$ cat src/rtl/frame_mapper_pkg.sv
// ---------------------------------------------------------------------------
// frame_mapper_pkg
// Constants shared by the frame mapper, corruptor and receiver deframer:
// frame geometry, FAS byte values, CRC-8 parameters and FSM state encodings.
// No ports.
// ---------------------------------------------------------------------------
package frame_mapper_pkg;

    localparam int unsigned FM_NUM_ROWS = 4;
    localparam int unsigned FM_NUM_COLS = 1041;
    localparam int unsigned FM_FAS_LEN  = 16;

    localparam int unsigned ROW_W = 2;
    localparam int unsigned COL_W = 11;

    // First half of the FAS is FAS_BYTE_A, second half FAS_BYTE_B.
    localparam logic [7:0] FAS_BYTE_A = 8'hF6;
    localparam logic [7:0] FAS_BYTE_B = 8'h28;

    localparam logic [7:0] CRC8_POLY = 8'h07;
    localparam logic [7:0] CRC8_INIT = 8'h00;

    typedef enum logic [1:0] {
        ST_IDLE    = 2'd0,
        ST_FAS     = 2'd1,
        ST_PAYLOAD = 2'd2,
        ST_CRC     = 2'd3
    } fm_state_t;

endpackage

$ cat src/rtl/crc8_byte.sv
// ---------------------------------------------------------------------------
// crc8_byte
// Combinational CRC-8 update for one byte, MSB first, no reflection.
// Shared by the frame mapper and the receiver CRC check.
//   i_crc_in   [7:0]  current CRC value
//   i_data_in  [7:0]  byte to fold in
//   o_crc_out  [7:0]  CRC after the byte
// ---------------------------------------------------------------------------
module crc8_byte
    import frame_mapper_pkg::*;
(
    input  logic [7:0] i_crc_in,
    input  logic [7:0] i_data_in,
    output logic [7:0] o_crc_out
);

    logic [7:0] w_crc;

    // Folding the whole byte into the register first is equivalent to
    // shifting the data bits in one at a time, MSB first.
    always_comb begin
        w_crc = i_crc_in ^ i_data_in;
        for (int i = 0; i < 8; i++) begin
            if (w_crc[7]) begin
                w_crc = {w_crc[6:0], 1'b0} ^ CRC8_POLY;
            end else begin
                w_crc = {w_crc[6:0], 1'b0};
            end
        end
        o_crc_out = w_crc;
    end

endmodule

$ cat src/rtl/frame_mapper.sv
// ---------------------------------------------------------------------------
// frame_mapper
// Builds NUM_ROWS x NUM_COLS frames: FAS bytes at the start of row 0, client
// payload bytes everywhere else, and a CRC-8 over the payload in the last
// position of the last row.
//   i_clk              clock, rising edge
//   i_rst              synchronous active-high reset
//   i_enable           frame generation enable (sampled between frames)
//   i_data[7:0]        client payload byte
//   i_data_valid       i_data valid
//   o_data_ready       payload accepted this cycle (combinational from state)
//   o_row_cnt[1:0]     row of the byte on o_pyld_data
//   o_col_cnt[10:0]    column of the byte on o_pyld_data
//   o_pyld_data[7:0]   frame byte
//   o_pyld_data_valid  o_pyld_data valid
//   o_frame_data_fas   current byte is FAS
//   o_frame_cnt[7:0]   completed frames, wraps
//
// state      | meaning
// -----------+-----------------------------------------------------------
// ST_IDLE    | no frame in progress, wait for i_enable
// ST_FAS     | emit FAS bytes, one per cycle, row 0 cols 0..FAS_LEN-1
// ST_PAYLOAD | forward accepted client bytes, hold position when none
// ST_CRC     | emit CRC byte at the last position, count the frame
// ---------------------------------------------------------------------------
module frame_mapper
    import frame_mapper_pkg::*;
#(
    parameter int NUM_ROWS = FM_NUM_ROWS,
    parameter int NUM_COLS = FM_NUM_COLS,
    parameter int FAS_LEN  = FM_FAS_LEN
) (
    input  logic             i_clk,
    input  logic             i_rst,
    input  logic             i_enable,
    input  logic [7:0]       i_data,
    input  logic             i_data_valid,
    output logic             o_data_ready,
    output logic [ROW_W-1:0] o_row_cnt,
    output logic [COL_W-1:0] o_col_cnt,
    output logic [7:0]       o_pyld_data,
    output logic             o_pyld_data_valid,
    output logic             o_frame_data_fas,
    output logic [7:0]       o_frame_cnt
);

    localparam logic [ROW_W-1:0] LAST_ROW      = ROW_W'(NUM_ROWS - 1);
    localparam logic [COL_W-1:0] LAST_COL      = COL_W'(NUM_COLS - 1);
    localparam logic [COL_W-1:0] LAST_PYLD_COL = COL_W'(NUM_COLS - 2);
    localparam logic [COL_W-1:0] FAS_END       = COL_W'(FAS_LEN - 1);
    localparam logic [COL_W-1:0] FAS_HALF      = COL_W'(FAS_LEN / 2);

    fm_state_t        r_state;
    logic [ROW_W-1:0] r_row;     // position of the next byte to emit
    logic [COL_W-1:0] r_col;
    logic [7:0]       r_crc;
    logic [7:0]       w_crc_next;
    logic             w_accept;

    assign o_data_ready = (r_state == ST_PAYLOAD);
    assign w_accept     = i_data_valid && o_data_ready;

    crc8_byte u_crc8_byte (
        .i_crc_in  (r_crc),
        .i_data_in (i_data),
        .o_crc_out (w_crc_next)
    );

    always_ff @(posedge i_clk) begin
        if (i_rst) begin
            r_state           <= ST_IDLE;
            r_row             <= '0;
            r_col             <= '0;
            r_crc             <= CRC8_INIT;
            o_row_cnt         <= '0;
            o_col_cnt         <= '0;
            o_pyld_data       <= 8'h00;
            o_pyld_data_valid <= 1'b0;
            o_frame_data_fas  <= 1'b0;
            o_frame_cnt       <= 8'h00;
        end else begin
            o_pyld_data_valid <= 1'b0;
            o_frame_data_fas  <= 1'b0;
            case (r_state)
                ST_IDLE: begin
                    r_row <= '0;
                    r_col <= '0;
                    if (i_enable) begin
                        r_state <= ST_FAS;
                    end
                end
                ST_FAS: begin
                    // FAS always fits inside row 0, so no row wrap here.
                    o_pyld_data       <= (r_col < FAS_HALF) ? FAS_BYTE_A : FAS_BYTE_B;
                    o_pyld_data_valid <= 1'b1;
                    o_frame_data_fas  <= 1'b1;
                    o_row_cnt         <= r_row;
                    o_col_cnt         <= r_col;
                    r_col             <= r_col + COL_W'(1);
                    if (r_col == '0) begin
                        r_crc <= CRC8_INIT;
                    end
                    if (r_col == FAS_END) begin
                        r_state <= ST_PAYLOAD;
                    end
                end
                ST_PAYLOAD: begin
                    if (w_accept) begin
                        o_pyld_data       <= i_data;
                        o_pyld_data_valid <= 1'b1;
                        o_row_cnt         <= r_row;
                        o_col_cnt         <= r_col;
                        r_crc             <= w_crc_next;
                        if (r_col == LAST_COL) begin
                            r_col <= '0;
                            r_row <= r_row + ROW_W'(1);
                        end else begin
                            r_col <= r_col + COL_W'(1);
                        end
                        if (r_row == LAST_ROW && r_col == LAST_PYLD_COL) begin
                            r_state <= ST_CRC;
                        end
                    end
                end
                ST_CRC: begin
                    o_pyld_data       <= r_crc;
                    o_pyld_data_valid <= 1'b1;
                    o_row_cnt         <= r_row;
                    o_col_cnt         <= r_col;
                    o_frame_cnt       <= o_frame_cnt + 8'd1;
                    r_row             <= '0;
                    r_col             <= '0;
                    r_state           <= i_enable ? ST_FAS : ST_IDLE;
                end
                default: begin
                    r_state <= ST_IDLE;
                end
            endcase
        end
    end

endmodule

$ cat config.mk
export PLATFORM = sky130hd
export DESIGN_NAME = frame_mapper
export DESIGN_NICKNAME = d
export VERILOG_FILES = /design/src/rtl/frame_mapper_pkg.sv /design/src/rtl/crc8_byte.sv /design/src/rtl/frame_mapper.sv
export SDC_FILE = /design/constraint.sdc
export NUM_CORES = 1
export LEC_CHECK = 0
export BUFFER_PORTS_ARGS = -buffer_cell sky130_fd_sc_hd__buf_2
export CORE_MARGIN = 3
export CORE_UTILIZATION = 35
export CTS_CLUSTER_SIZE = 8
export DETAILED_ROUTE_END_ITERATION = 16
export GPL_ROUTABILITY_DRIVEN = 0
export SLEW_MARGIN = 20
export SYNTH_ARGS = -nofsm -noshare
export SYNTH_HDL_FRONTEND = slang
export SYNTH_SLANG_ARGS = --single-unit
$ cat constraint.sdc
create_clock -name i_clk -period 2.21 [get_ports i_clk]
set_clock_uncertainty 0.1 [all_clocks]
set_input_delay 0.1105 -clock i_clk [delete_from_list [all_inputs] [get_ports i_clk]]
set_output_delay 0.1105 -clock i_clk [all_outputs]
set_load 0.005 [all_outputs]
== After elaboration in Yosys (flattened, before gate mapping) ==
Index checks and enable logic that the tools add are counted.

* Bits of input ports: 12
* ROM bits: 0
* Memories kept: 0
* Bits in writable memories: 0
* Bits in latches: 0
* Register bits after elaboration: 54
* Logic and storage cells: 84

* Shifts and indexed selects: 0
* Multiply operators: 0
* $lt $le $gt $ge: 1
* Bitwise logic cells: 9
* Divide/modulo/power cells: 0
* Mux-type cells: 33
* $add $sub $neg: 3
* Reduce and logical (&&, ||, !) cells: 15
* Equality and inequality tests: 13

{| class="wikitable"
|+ Operator list
! kind !! count
|-
| $mux W11 || 3
|-
| $pmux W11 S3 || 1
|-
| $mux W8 || 4
|-
| $mux W3 || 8
|-
| $not A3 Y3 || 8
|-
| $pmux W8 S3 || 1
|-
| $eq A11 B11 Y1 const B || 2
|-
| $pmux W11 S2 || 1
|-
| $pmux W8 S2 || 1
|-
| $mux W2 || 7
|-
| $add A11 B1 Y11 const B || 1
|-
| $eq A11 B4 Y1 const B || 1
|-
| $logic_not A11 Y1 || 1
|-
| $lt A11 B4 Y1 const B || 1
|-
| $add A8 B1 Y8 const B || 1
|-
| $pmux W2 S2 || 2
|-
| $pmux W2 S4 || 1
|-
| $xor A8 B8 Y8 || 1
|-
| $eq A2 B2 Y1 const B || 3
|-
| $ne A2 B1 Y1 const B || 3
|-
| $ne A2 B2 Y1 const B || 3
|-
| $reduce_and A3 Y1 || 2
|-
| $reduce_bool A2 Y1 || 3
|-
| $reduce_and A2 Y1 || 2
|-
| 9 further kinds || 13
|}

== Depth between registers and ports, before layout ==
Gate-level depths: netlist of run 1.

* Depth in word-level cells: 19
* Gate-level depth with buffers: 9
* Gate-level depth less buffers: 7

== By module ==
A second synthesis of run 1 with hierarchy kept.

* Cells, all modules: 292
* Area, all modules: 2,616.3 µm²

{| class="wikitable"
|+ By module, submodules not included
! module !! area each (µm²) !! sequential area each (µm²) !! times used !! cells an instance
|-
| frame_mapper || 2,432.3 || 1,081.0 || 1 || 271
|-
| crc8_byte || 183.9 || 0.0 || 1 || 21
|}

== Worst setup path after synthesis of run 1 ==
No wires, ideal clock.

* Path type: register to register
* Start: register r_state[0]
* End: register r_state[0]
* Stages on the path, launching flop included: 9
* Setup slack: 94 ps
* Data arrival time: 1,920 ps
* Buffers on the path: 1
* Library setup time: 95 ps
* Clock period less this slack: 2,116 ps
* Data required time: 2,015 ps
* Cells stage by stage: dfxtp_1 -> inv_1 -> ha_1 -> clkbuf_8 -> nor2b_1 -> a221o_1 -> a211oi_1 -> o21ai_0 -> a221oi_1

* Word-level cells in the longest chain between the ends: 4

{| class="wikitable"
|+ RTL lines
! item !! line !! RTL
|-
| from (decl) || frame_mapper.sv:53 || <nowiki>fm_state_t r_state;</nowiki>
|-
| from (signal assigned) || frame_mapper.sv:133 || <nowiki>r_state <= i_enable ? ST_FAS : ST_IDLE;</nowiki>
|-
| $eq A2 B2 Y1 (*) || frame_mapper.sv:60 || <nowiki>assign o_data_ready = (r_state == ST_PAYLOAD);</nowiki>
|-
| net o_data_ready || frame_mapper.sv:38 || <nowiki>output logic o_data_ready,</nowiki>
|-
| $logic_and A1 B1 Y1 || frame_mapper.sv:61 || <nowiki>assign w_accept = i_data_valid && o_data_ready;</nowiki>
|-
| $ne A2 B1 Y1 (no source line) || -- ||
|-
| $reduce_and A4 Y1 (no source line) || -- ||
|}

The timed path passes the listed nets; every way through them passes the cells marked *.
A chain may end at the register's enable or synchronous reset.

== Worst setup path in the final report of run 1 ==
* Start: register r_col[5]
* End: register r_row[0]

* Word-level cells in the longest chain between the ends: 3

{| class="wikitable"
|+ RTL lines
! item !! line !! RTL
|-
| from (decl) || frame_mapper.sv:55 || <nowiki>logic [COL_W-1:0] r_col;</nowiki>
|-
| from (signal assigned) || frame_mapper.sv:99 || <nowiki>r_col <= r_col + COL_W'(1);</nowiki>
|-
| from (signal assigned) || frame_mapper.sv:118 || <nowiki>r_col <= r_col + COL_W'(1);</nowiki>
|-
| $eq A11 B11 Y1 || frame_mapper.sv:114 || <nowiki>if (r_col == LAST_COL) begin</nowiki>
|-
| $ne A2 B1 Y1 (no source line) || -- ||
|-
| $reduce_and A3 Y1 (no source line) || -- ||
|-
| to (signal assigned) || frame_mapper.sv:116 || <nowiki>r_row <= r_row + ROW_W'(1);</nowiki>
|-
| to (decl) || frame_mapper.sv:54 || <nowiki>logic [ROW_W-1:0] r_row;</nowiki>
|}

Every way passes these cells.

==> impl_metrics.yaml, run 1 <==
clock_network:
  cts-root-buf: "clkbuf_8"
  clk_pin_slew_ns: 0.10
  clock_sinks: 54
  holdBufCountCts: 0
  insertion_delay_ns: 0.30
  htreeDepth: 2
  cts_buffers: 5
  clockBufferDepth: 2
  cts_tree: "done"
timing:
  tightest_slew_ns: 0.453
  period_share: 0.962
  finalCriticalPeriod_ns: 2.13
  tns_ns: 0
  holdWs_ns: 0.0634
  rsz0062_at_grt: "false"
  final_hold_viol_count: 0
  slew_violations: 0
  fmax_mhz: 471
  setup_viol: 0
  maxSlewHeadroom: 0.696
setup_path:
  cp-end-kind: "flop"
  worst-path-buf-inv: 0
  cp-start-kind: "flop"
  arrival_ns: 2.26
  critPathTopFamily: "simple AND/OR/NAND/NOR gates"
  path_class: "flop to flop"
  regToRegSetupSlack_ns: 0.08
  critPathMaxStageDelay_ns: 0.54
  crit_slowest_cell: "or4_4"
  path_max_fanout: 5
  r2r-start: "r_col[5]$_SDFFE_PP0N_"
  crit_start: "r_col[5]$_SDFFE_PP0N_"
  r2r_end: "r_row[0]$_SDFFE_PP0P_"
  endpoint: "r_row[0]$_SDFFE_PP0P_"
  worstRegToRegCells: 5
  required_ns: 2.34
  path_cells: "or4_4 -> nand3b_1 -> mux2_4 -> or3b_2 -> a21oi_1"
  cp_num_cells: 5
power:
  ir_drop_uv: 376
  p_leak_nw: 1.26
  power_mw: 3.16
  powerDensity_nw_per_um2: 999
logic_synthesis:
  synthAdderAreaFrac: 0.0420
  syn_inst: 305
  synth_mux_area_frac: 0.0191
  synth_xor_area_frac: 0.126
  netlist_area_um2: 2680
  synthSimpleGateAreaFrac: 0.221
  ys_top_cells_by_area: "dfxtp_1 (40%), nand2_1 (7.0%), xnor2_1 (6.5%)"
  synth_nets: 326
  yosysTopAreaCellShare: 0.403
  synth.distinct_cells: 47
  ys_top_cells_by_count: "dfxtp_1 (54), nand2_1 (50), nor2_1 (33), a21oi_1 (25), xnor2_1 (20)"
  synth_top_family_by_area: "simple AND/OR/NAND/NOR gates"
  synthArstFlopShare: 0
  synth_area_leader_cell: "dfxtp_1"
  synth-main-ff-cell: "dfxtp_1"
  ys_seq_area_frac: 0.403
  synth-compound-area-share: 0.139
  synth_edf_count: 0
  ys_warn_count: 0
  avgSynthCellArea_um2: 8.80
  synth-seq-cells: 54
  yosysMostFrequentCell: "dfxtp_1"
routing:
  ant_nets: 0
  first_iter_violations: 112
  first_pass_iters: 4
  wl_um: 6030
  via_per_inst: 4.95
  post-route-drc-count: 0
  wire_per_inst_um: 13.3
  vias: 2246
grt:
  antenna_found_initial: 0
  track_usage: 0.143
  grt_max_degree: 25
  grt_pass1_vias: 2117
  overflow: 0
  grt_pass1_wl_um: 10100
cells_and_area:
  post-route-util: 0.432
  nets: 376
  drive_gt1_frac: 0.231
  antennaDiodeCount: 0
  area_growth_syn_to_layout_pct: 18.0
  fillCellCount: 750
  final_cell_area_um2: 3170
floorplanning:
  core_um2: 7330
  io_pins: 44
  die_area_um2: 8750
  row_count: 31
  die_x_um: 93.5
  die_y_um: 93.5
  initial_utilization: 0.366
flow_run:
  max-cap-violations: 0
placement:
  hpwl_um: 4410
  placed_cell_area_um2: 3030
  io_buffers: 43
hold_path:
  hp-class: "input pin to flop"
run_status:
  status: "finished, final reports clean"
==> metal layers <==
layer	vias to the layer above	wire length, um	GRT usage
met5	-	0	0
met4	0	53	0.0397
met3	5	272	0.0193
met2	45	2870	0.232
met1	1047	2840	0.197
li1	1149	-	-
==> registers in the layout (all words and copies together) (netlist names) <==
signal / cells
o_col_cnt: 11
r_col: 11
o_frame_cnt: 8
o_pyld_data: 8
r_crc: 8
o_row_cnt: 2
r_row: 2
r_state: 2
o_frame_data_fas: 1
o_pyld_data_valid: 1
==> where the power goes <==
part | switching (mW) | internal (mW) | total (mW)
registers | 0.0895 | 1.12 | 1.21
clock network | 0.305 | 0.363 | 0.668
logic | 0.736 | 0.550 | 1.29
==> layout make-up <==
class                           count  area (um^2)  share of cell area
Clock buffer                        6         82.6              0.0261
Inverter                            7         26.3             0.00830
Sequential cell                    54         1080               0.343
Multi-Input combinational cell    228         1480               0.468
Tap cell                           99          124              0.0391
Clock inverter                      1         30.0             0.00949
Timing Repair Buffer               59          335               0.106
==> worst register-to-register path, delay by kind of cell, from the launching register on <==
kind	cells	cell delay (ns)
DFF	1	0.36
and+or+nand+nor	3	1.18
AOI/OAI and AO/OA	1	0.13
muxes	1	0.29
==> timing repair <==
action,CTS,global route
setup buffers,0,1
endpoints found under the hold margin,0,0
resized for setup,1,6
setup endpoints to repair,1,6
pin swaps,0,4
==> kinds of logic (layout without fill, tap and decap cells) <==
group	after synthesis	in the layout
flip-flops	54	54
adder cells (fa/ha/maj)	9	9
AND/OR/NAND/NOR	123	123
buffers and inverters	23	73
multiplexers	5	5
XOR/XNOR	34	34
AO/OA/AOI/OAI	57	57
==> cells in the final DEF (no fill, tap or decap), types with 2 or more instances in the layout <==
master and n:
a22oi_1 6, nand4_1 8, or3_1 3, dfxtp_1 51
dfxtp_2 3, nand2b_1 2, and3_1 2, or4b_1 2
xnor3_1 3, mux2i_1 4, o21ai_0 6, a21oi_1 24
buf_4 16, a221o_1 2, nor2_1 32, nor3b_1 2
nand3_1 4, a31oi_1 4, xnor2_1 20, a211oi_1 7
nor3_1 3, xor2_1 11, buf_2 43, ha_1 9
inv_1 7, clkbuf_8 6, a221oi_1 2, nand2_1 50
==> how the worst min path moves through the flow <==
stage	startpoint	end	depth (start not counted)
2_1_floorplan	i_data_valid	r_crc[1]$_SDFFE_PP0P_	2
3_3_place_gp	o_col_cnt[0]$_SDFFE_PP0P_	o_col_cnt[0]$_SDFFE_PP0P_	2
3_5_place_dp	o_col_cnt[0]$_SDFFE_PP0P_	o_col_cnt[0]$_SDFFE_PP0P_	2
4_1_cts	i_data_valid	r_crc[1]$_SDFFE_PP0P_	3
5_1_grt	i_data_valid	r_crc[1]$_SDFFE_PP0P_	3
6_report	i_data_valid	r_crc[1]$_SDFFE_PP0P_	3
==> through the flow <==
| stage | setup WS, ns | instances |
|---|---|---|
| 4_1_cts | 0.0484 | 453 |
| 5_1_grt | 0.00559 | 454 |
| 3_3_place_gp | 0.0799 | 446 |
| 3_5_place_dp | 0.0111 | 446 |
| 6_report | 0.0848 | 454 |
| 2_1_floorplan | 0.0944 | 305 |
(Power assumes the default switching activity.)
==> inputs of run 2 (changes only) <==
--- a/config.mk
+++ b/config.mk
@@ -8,9 +8,11 @@
 export BUFFER_PORTS_ARGS = -buffer_cell sky130_fd_sc_hd__buf_2
 export CORE_MARGIN = 3
 export CORE_UTILIZATION = 35
+export CTS_CLUSTER_DIAMETER = 40
 export CTS_CLUSTER_SIZE = 8
 export DETAILED_ROUTE_END_ITERATION = 16
 export GPL_ROUTABILITY_DRIVEN = 0
+export MAX_ROUTING_LAYER = met4
 export SLEW_MARGIN = 20
 export SYNTH_ARGS = -nofsm -noshare
 export SYNTH_HDL_FRONTEND = slang
==> impl_metrics.yaml, run 2 (same netlist as run 1, synthesis figures left out) <==
timing:
  fmax_mhz: 470
  finalCriticalPeriod_ns: 2.13
  period_share: 0.962
  slew_violations: 0
  rsz0062_at_grt: "false"
  tightest_slew_ns: 0.453
  maxSlewHeadroom: 0.696
  final_hold_viol_count: 0
  tns_ns: 0
  setup_viol: 0
floorplanning:
  initial_utilization: 0.366
  die_area_um2: 8750
  die_x_um: 93.5
  io_pins: 44
  core_um2: 7330
  die_y_um: 93.5
  row_count: 31
placement:
  hpwl_um: 4410
  io_buffers: 43
  place_inst: 446
cells_and_area:
  seq_area_um2: 1080
  final_common_cell: "dfxtp_1"
  nets: 376
  fillCellCount: 750
  area_growth_syn_to_layout_pct: 18.0
  final_cells: 454
  antennaDiodeCount: 0
  reg_top3: "o_col_cnt (11), r_col (11)"
  drive_gt1_frac: 0.231
  final_cell_mix: "dfxtp_1 (51), nand2_1 (50), buf_2 (43), nor2_1 (32), a21oi_1 (24)"
  multi_input_area_um2: 1480
clock_network:
  clock_sinks: 54
  cts-root-buf: "clkbuf_8"
  clk_pin_slew_ns: 0.10
  cts_buffers: 5
  holdBufCountCts: 0
  clockBufferDepth: 2
  cts_tree: "done"
  htreeDepth: 2
  insertion_delay_ns: 0.30
power:
  p_sw_frac: 0.357
  p_leak_nw: 1.26
  pwr-share-comb: 0.407
  power_frac_clock: 0.211
  ir_drop_uv: 376
  internal-power_mw: 2.03
  seq_power_share: 0.383
  switchingPower_mw: 1.13
  powerDensity_nw_per_um2: 999
routing:
  first_iter_violations: 113
  vias: 2253
  wl_um: 6040
  post-route-drc-count: 0
  first_pass_iters: 4
  via_per_inst: 4.96
  wire_per_inst_um: 13.3
  ant_nets: 0
flow_run:
  max-cap-violations: 0
grt:
  grt_pass1_vias: 2122
  track_usage: 0.146
  antenna_found_initial: 0
  overflow: 0
  grt_max_degree: 25
  grt_pass1_wl_um: 10100
setup_path:
  cp-start-kind: "flop"
  path_max_fanout: 5
  arrival_ns: 2.26
  cp-end-kind: "flop"
  required_ns: 2.34
  regToRegSetupSlack_ns: 0.08
  path_class: "flop to flop"
run_status:
  status: "finished, final reports clean"
hold_path:
  hp-class: "input pin to flop"
run 2: cell counts in the layout (fill, tap and decap cells not counted):
No cell type changed its count.
run 2: timing repair:
action / 4_1_cts / 5_1_grt
pin swaps: 0 / 4
resized for setup: 1 / 6
endpoints found under the setup margin: 1 / 6
setup buffers: 0 / 1
run 2: path summary, 6_finish.rpt:
check,startpoint,end,cells past startpoint
worst max-delay path,r_col[5]$_SDFFE_PP0N_,r_row[0]$_SDFFE_PP0P_,5
worst min register to register,o_col_cnt[0]$_SDFFE_PP0P_,o_col_cnt[0]$_SDFFE_PP0P_,2
worst min-delay path,i_data_valid,r_crc[1]$_SDFFE_PP0P_,3
worst max register to register,r_col[5]$_SDFFE_PP0N_,r_row[0]$_SDFFE_PP0P_,5
run 2: power groups by stage:
stage | Sequential (mW) | Clock, mW | Combinational (mW)
2_1_floorplan | 1.23 | 0 | 0.889
3_3_place_gp | 1.23 | 0 | 1.25
3_5_place_dp | 1.23 | 0 | 1.26
4_1_cts | 1.21 | 0.692 | 1.28
5_1_grt | 1.24 | 0.718 | 1.45
6_report | 1.21 | 0.667 | 1.29
run 2: cell type report:
class | instances | area share
clock buffers | 6 | 0.0261
clock inverters | 1 | 0.00949
repair buffers | 59 | 0.106
multi-input cells | 228 | 0.468
well taps | 99 | 0.0391
inverters | 7 | 0.00830
flip-flops and latches | 54 | 0.343
run 2: per-layer routing:
| metal | vias to the layer above | track usage | part of all wire |
|---|---|---|---|
| met5 | - | - | 0 |
| met4 | 0 | 0.0397 | 0.0089 |
| met3 | 4 | 0.0177 | 0.042 |
| met2 | 44 | 0.233 | 0.48 |
| met1 | 1056 | 0.197 | 0.47 |
| li1 | 1149 | - | - |
run 2: critical path, stage by stage (launching register included):
cell	delay, ns
dfxtp_2	0.36
or4_4	0.54
nand3b_1	0.20
mux2_4	0.29
or3b_2	0.44
a21oi_1	0.13
run 2: stage by stage:
| step | setup WS, ns | util | cell area, um^2 | hold WS [ns] | power (mW) |
|---|---|---|---|---|---|
| after floorplan | 0.0944 | - | 2680 | 0.178 | 2.12 |
| after CTS | 0.0484 | 0.429 | 3140 | 0.0543 | 3.18 |
| after global routing | 0.00559 | 0.432 | 3170 | 0.0708 | 3.41 |
| final | 0.0832 | 0.432 | 3170 | 0.0633 | 3.16 |
| after detailed placement | 0.0111 | 0.413 | 3030 | 0.347 | 2.49 |
| after global placement | 0.0799 | 0.413 | 3030 | 0.344 | 2.48 |
==> inputs of run 3 (changes only) <==
--- a/config.mk
+++ b/config.mk
@@ -13,6 +13,7 @@
 export DETAILED_ROUTE_END_ITERATION = 16
 export GPL_ROUTABILITY_DRIVEN = 0
 export MAX_ROUTING_LAYER = met4
+export SETUP_SLACK_MARGIN = 0.5
 export SLEW_MARGIN = 20
 export SYNTH_ARGS = -nofsm -noshare
 export SYNTH_HDL_FRONTEND = slang
==> impl_metrics.yaml, run 3 (same netlist as run 1, synthesis figures left out) <==
cells_and_area:
  fillCellCount: 722
  nets: 382
  final_cells: 461
  area_growth_syn_to_layout_pct: 25.4
  final_cell_mix: "nand2_1 (49), buf_2 (43), dfxtp_1 (43), nor2_1 (28)"
  reg_top3: "o_col_cnt (11), r_col (11)"
  antennaDiodeCount: 0
  final_cell_area_um2: 3360
  drive_gt1_frac: 0.337
  final_common_cell: "nand2_1"
power:
  seq_power_share: 0.350
  pwr-share-comb: 0.477
  switchingPower_mw: 1.32
  power_frac_clock: 0.173
  ir_drop_uv: 444
  power_mw: 3.47
  powerDensity_nw_per_um2: 1030
  p_leak_nw: 1.30
  internal-power_mw: 2.15
  p_sw_frac: 0.381
setup_path:
  path_max_fanout: 3
  arrival_ns: 2.19
  cp-end-kind: "flop"
  path_class: "flop to flop"
  r2r_end: "r_row[0]$_SDFFE_PP0P_"
  r2r-start: "r_col[7]$_SDFFE_PP0N_"
  regToRegSetupSlack_ns: 0.18
  worstRegToRegCells: 5
  required_ns: 2.37
  crit_start: "r_col[7]$_SDFFE_PP0N_"
  cp-start-kind: "flop"
  endpoint: "r_row[0]$_SDFFE_PP0P_"
floorplanning:
  initial_utilization: 0.366
  io_pins: 44
  die_area_um2: 8750
  die_y_um: 93.5
  core_um2: 7330
  die_x_um: 93.5
  row_count: 31
clock_network:
  cts_buffers: 5
  htreeDepth: 2
  insertion_delay_ns: 0.32
  clk_pin_slew_ns: 0.11
  clock_sinks: 54
  clockBufferDepth: 2
  cts-root-buf: "clkbuf_8"
  cts_tree: "done"
  holdBufCountCts: 0
timing:
  maxSlewHeadroom: 0.680
  fmax_mhz: 493
  final_hold_viol_count: 0
  period_share: 0.918
  rsz0062_at_grt: "true"
  finalCriticalPeriod_ns: 2.03
  tightest_slew_ns: 0.480
  tns_ns: 0
  slew_violations: 0
  setup_viol: 0
flow_run:
  max-cap-violations: 0
placement:
  placed_cell_area_um2: 3030
  place_inst: 439
  hpwl_um: 4350
  io_buffers: 43
routing:
  first_pass_iters: 4
  vias: 2296
  ant_nets: 0
  wl_um: 6450
  wire_per_inst_um: 14.0
  via_per_inst: 4.98
  first_iter_violations: 85
  post-route-drc-count: 0
hold_path:
  hp-class: "input pin to flop"
run_status:
  status: "finished, final reports clean"
grt:
  overflow: 0
  track_usage: 0.157
  grt_pass1_vias: 2247
  antenna_found_initial: 0
  grt_max_degree: 25
  grt_pass1_wl_um: 10800
==> run 3: cell count changes in the layout (fill, tap and decap cells not counted), sizes merged <==
cell / before / now
clkbuf: 6 / 7
buf: 59 / 63
or2: 1 / 2
inv: 7 / 8
bufinv: 1 / 0
clkinvlp: 0 / 1
==> run 3: metrics by stage <==
| step | hold WS [ns] | setup WS [ns] | utilization |
|---|---|---|---|
| floorplan | 0.178 | 0.220 | - |
| global placement | 0.345 | 0.172 | 0.413 |
| detailed placement | 0.345 | 0.156 | 0.413 |
| CTS | 0.0501 | 0.194 | 0.447 |
| global route | 0.0885 | 0.135 | 0.459 |
| finish | 0.0684 | 0.182 | 0.459 |
==> run 3: worst min path at each step <==
stage                                         start                          end  cells after the start
after global placement    o_col_cnt[8]$_SDFFE_PP0P_    o_col_cnt[8]$_SDFFE_PP0P_                      2
after detailed placement  o_col_cnt[8]$_SDFFE_PP0P_    o_col_cnt[8]$_SDFFE_PP0P_                      2
after floorplan                        i_data_valid        r_crc[1]$_SDFFE_PP0P_                      2
final                                     i_data[0]  o_pyld_data[0]$_SDFFE_PP0P_                      3
after CTS                              i_data_valid        r_crc[1]$_SDFFE_PP0P_                      3
after global routing                   i_data_valid        r_crc[1]$_SDFFE_PP0P_                      3
==> run 3: repair_timing <==
action,CTS,global route
pin swaps,5,9
buffers inserted,10,2
resized for setup,23,17
endpoints found under the setup margin,46,40
endpoints found under the hold margin,0,0
cloned,1,1
==> run 3: layout make-up <==
| class | count | area (um^2) | area share |
|---|---|---|---|
| Clock buffer | 6 | 82.6 | 0.0245 |
| Tap cell | 99 | 124 | 0.0368 |
| Sequential cell | 54 | 1100 | 0.328 |
| Clock inverter | 2 | 16.3 | 0.00483 |
| Timing Repair Buffer | 64 | 388 | 0.115 |
| Inverter | 7 | 26.3 | 0.00781 |
| Multi-Input combinational cell | 229 | 1630 | 0.483 |
==> run 3: metal layers <==
metal / track usage / routed length, um / up-vias
met4: 0.0457 / 119 / 0
met5: - / 0 / -
met1: 0.206 / 3060 / 1068
met2: 0.247 / 2980 / 55
met3: 0.0298 / 290 / 9
li1: - / - / 1164
==> run 3: worst max-delay path, cell delays in order (launching register included) <==
cell and delay [ns]:
dfxtp_4 0.36, or4_4 0.54, nand3b_1 0.21, mux2_4 0.28, or3b_4 0.37, a21oi_2 0.11
==> run 3: power by group through the flow <==
stage	combinational (mW)	sequential, mW	clock [mW]
after CTS	1.54	1.21	0.621
after floorplan	0.988	1.24	0
final	1.65	1.21	0.601
after global placement	1.31	1.23	0
after global routing	1.82	1.23	0.662
after detailed placement	1.33	1.24	0
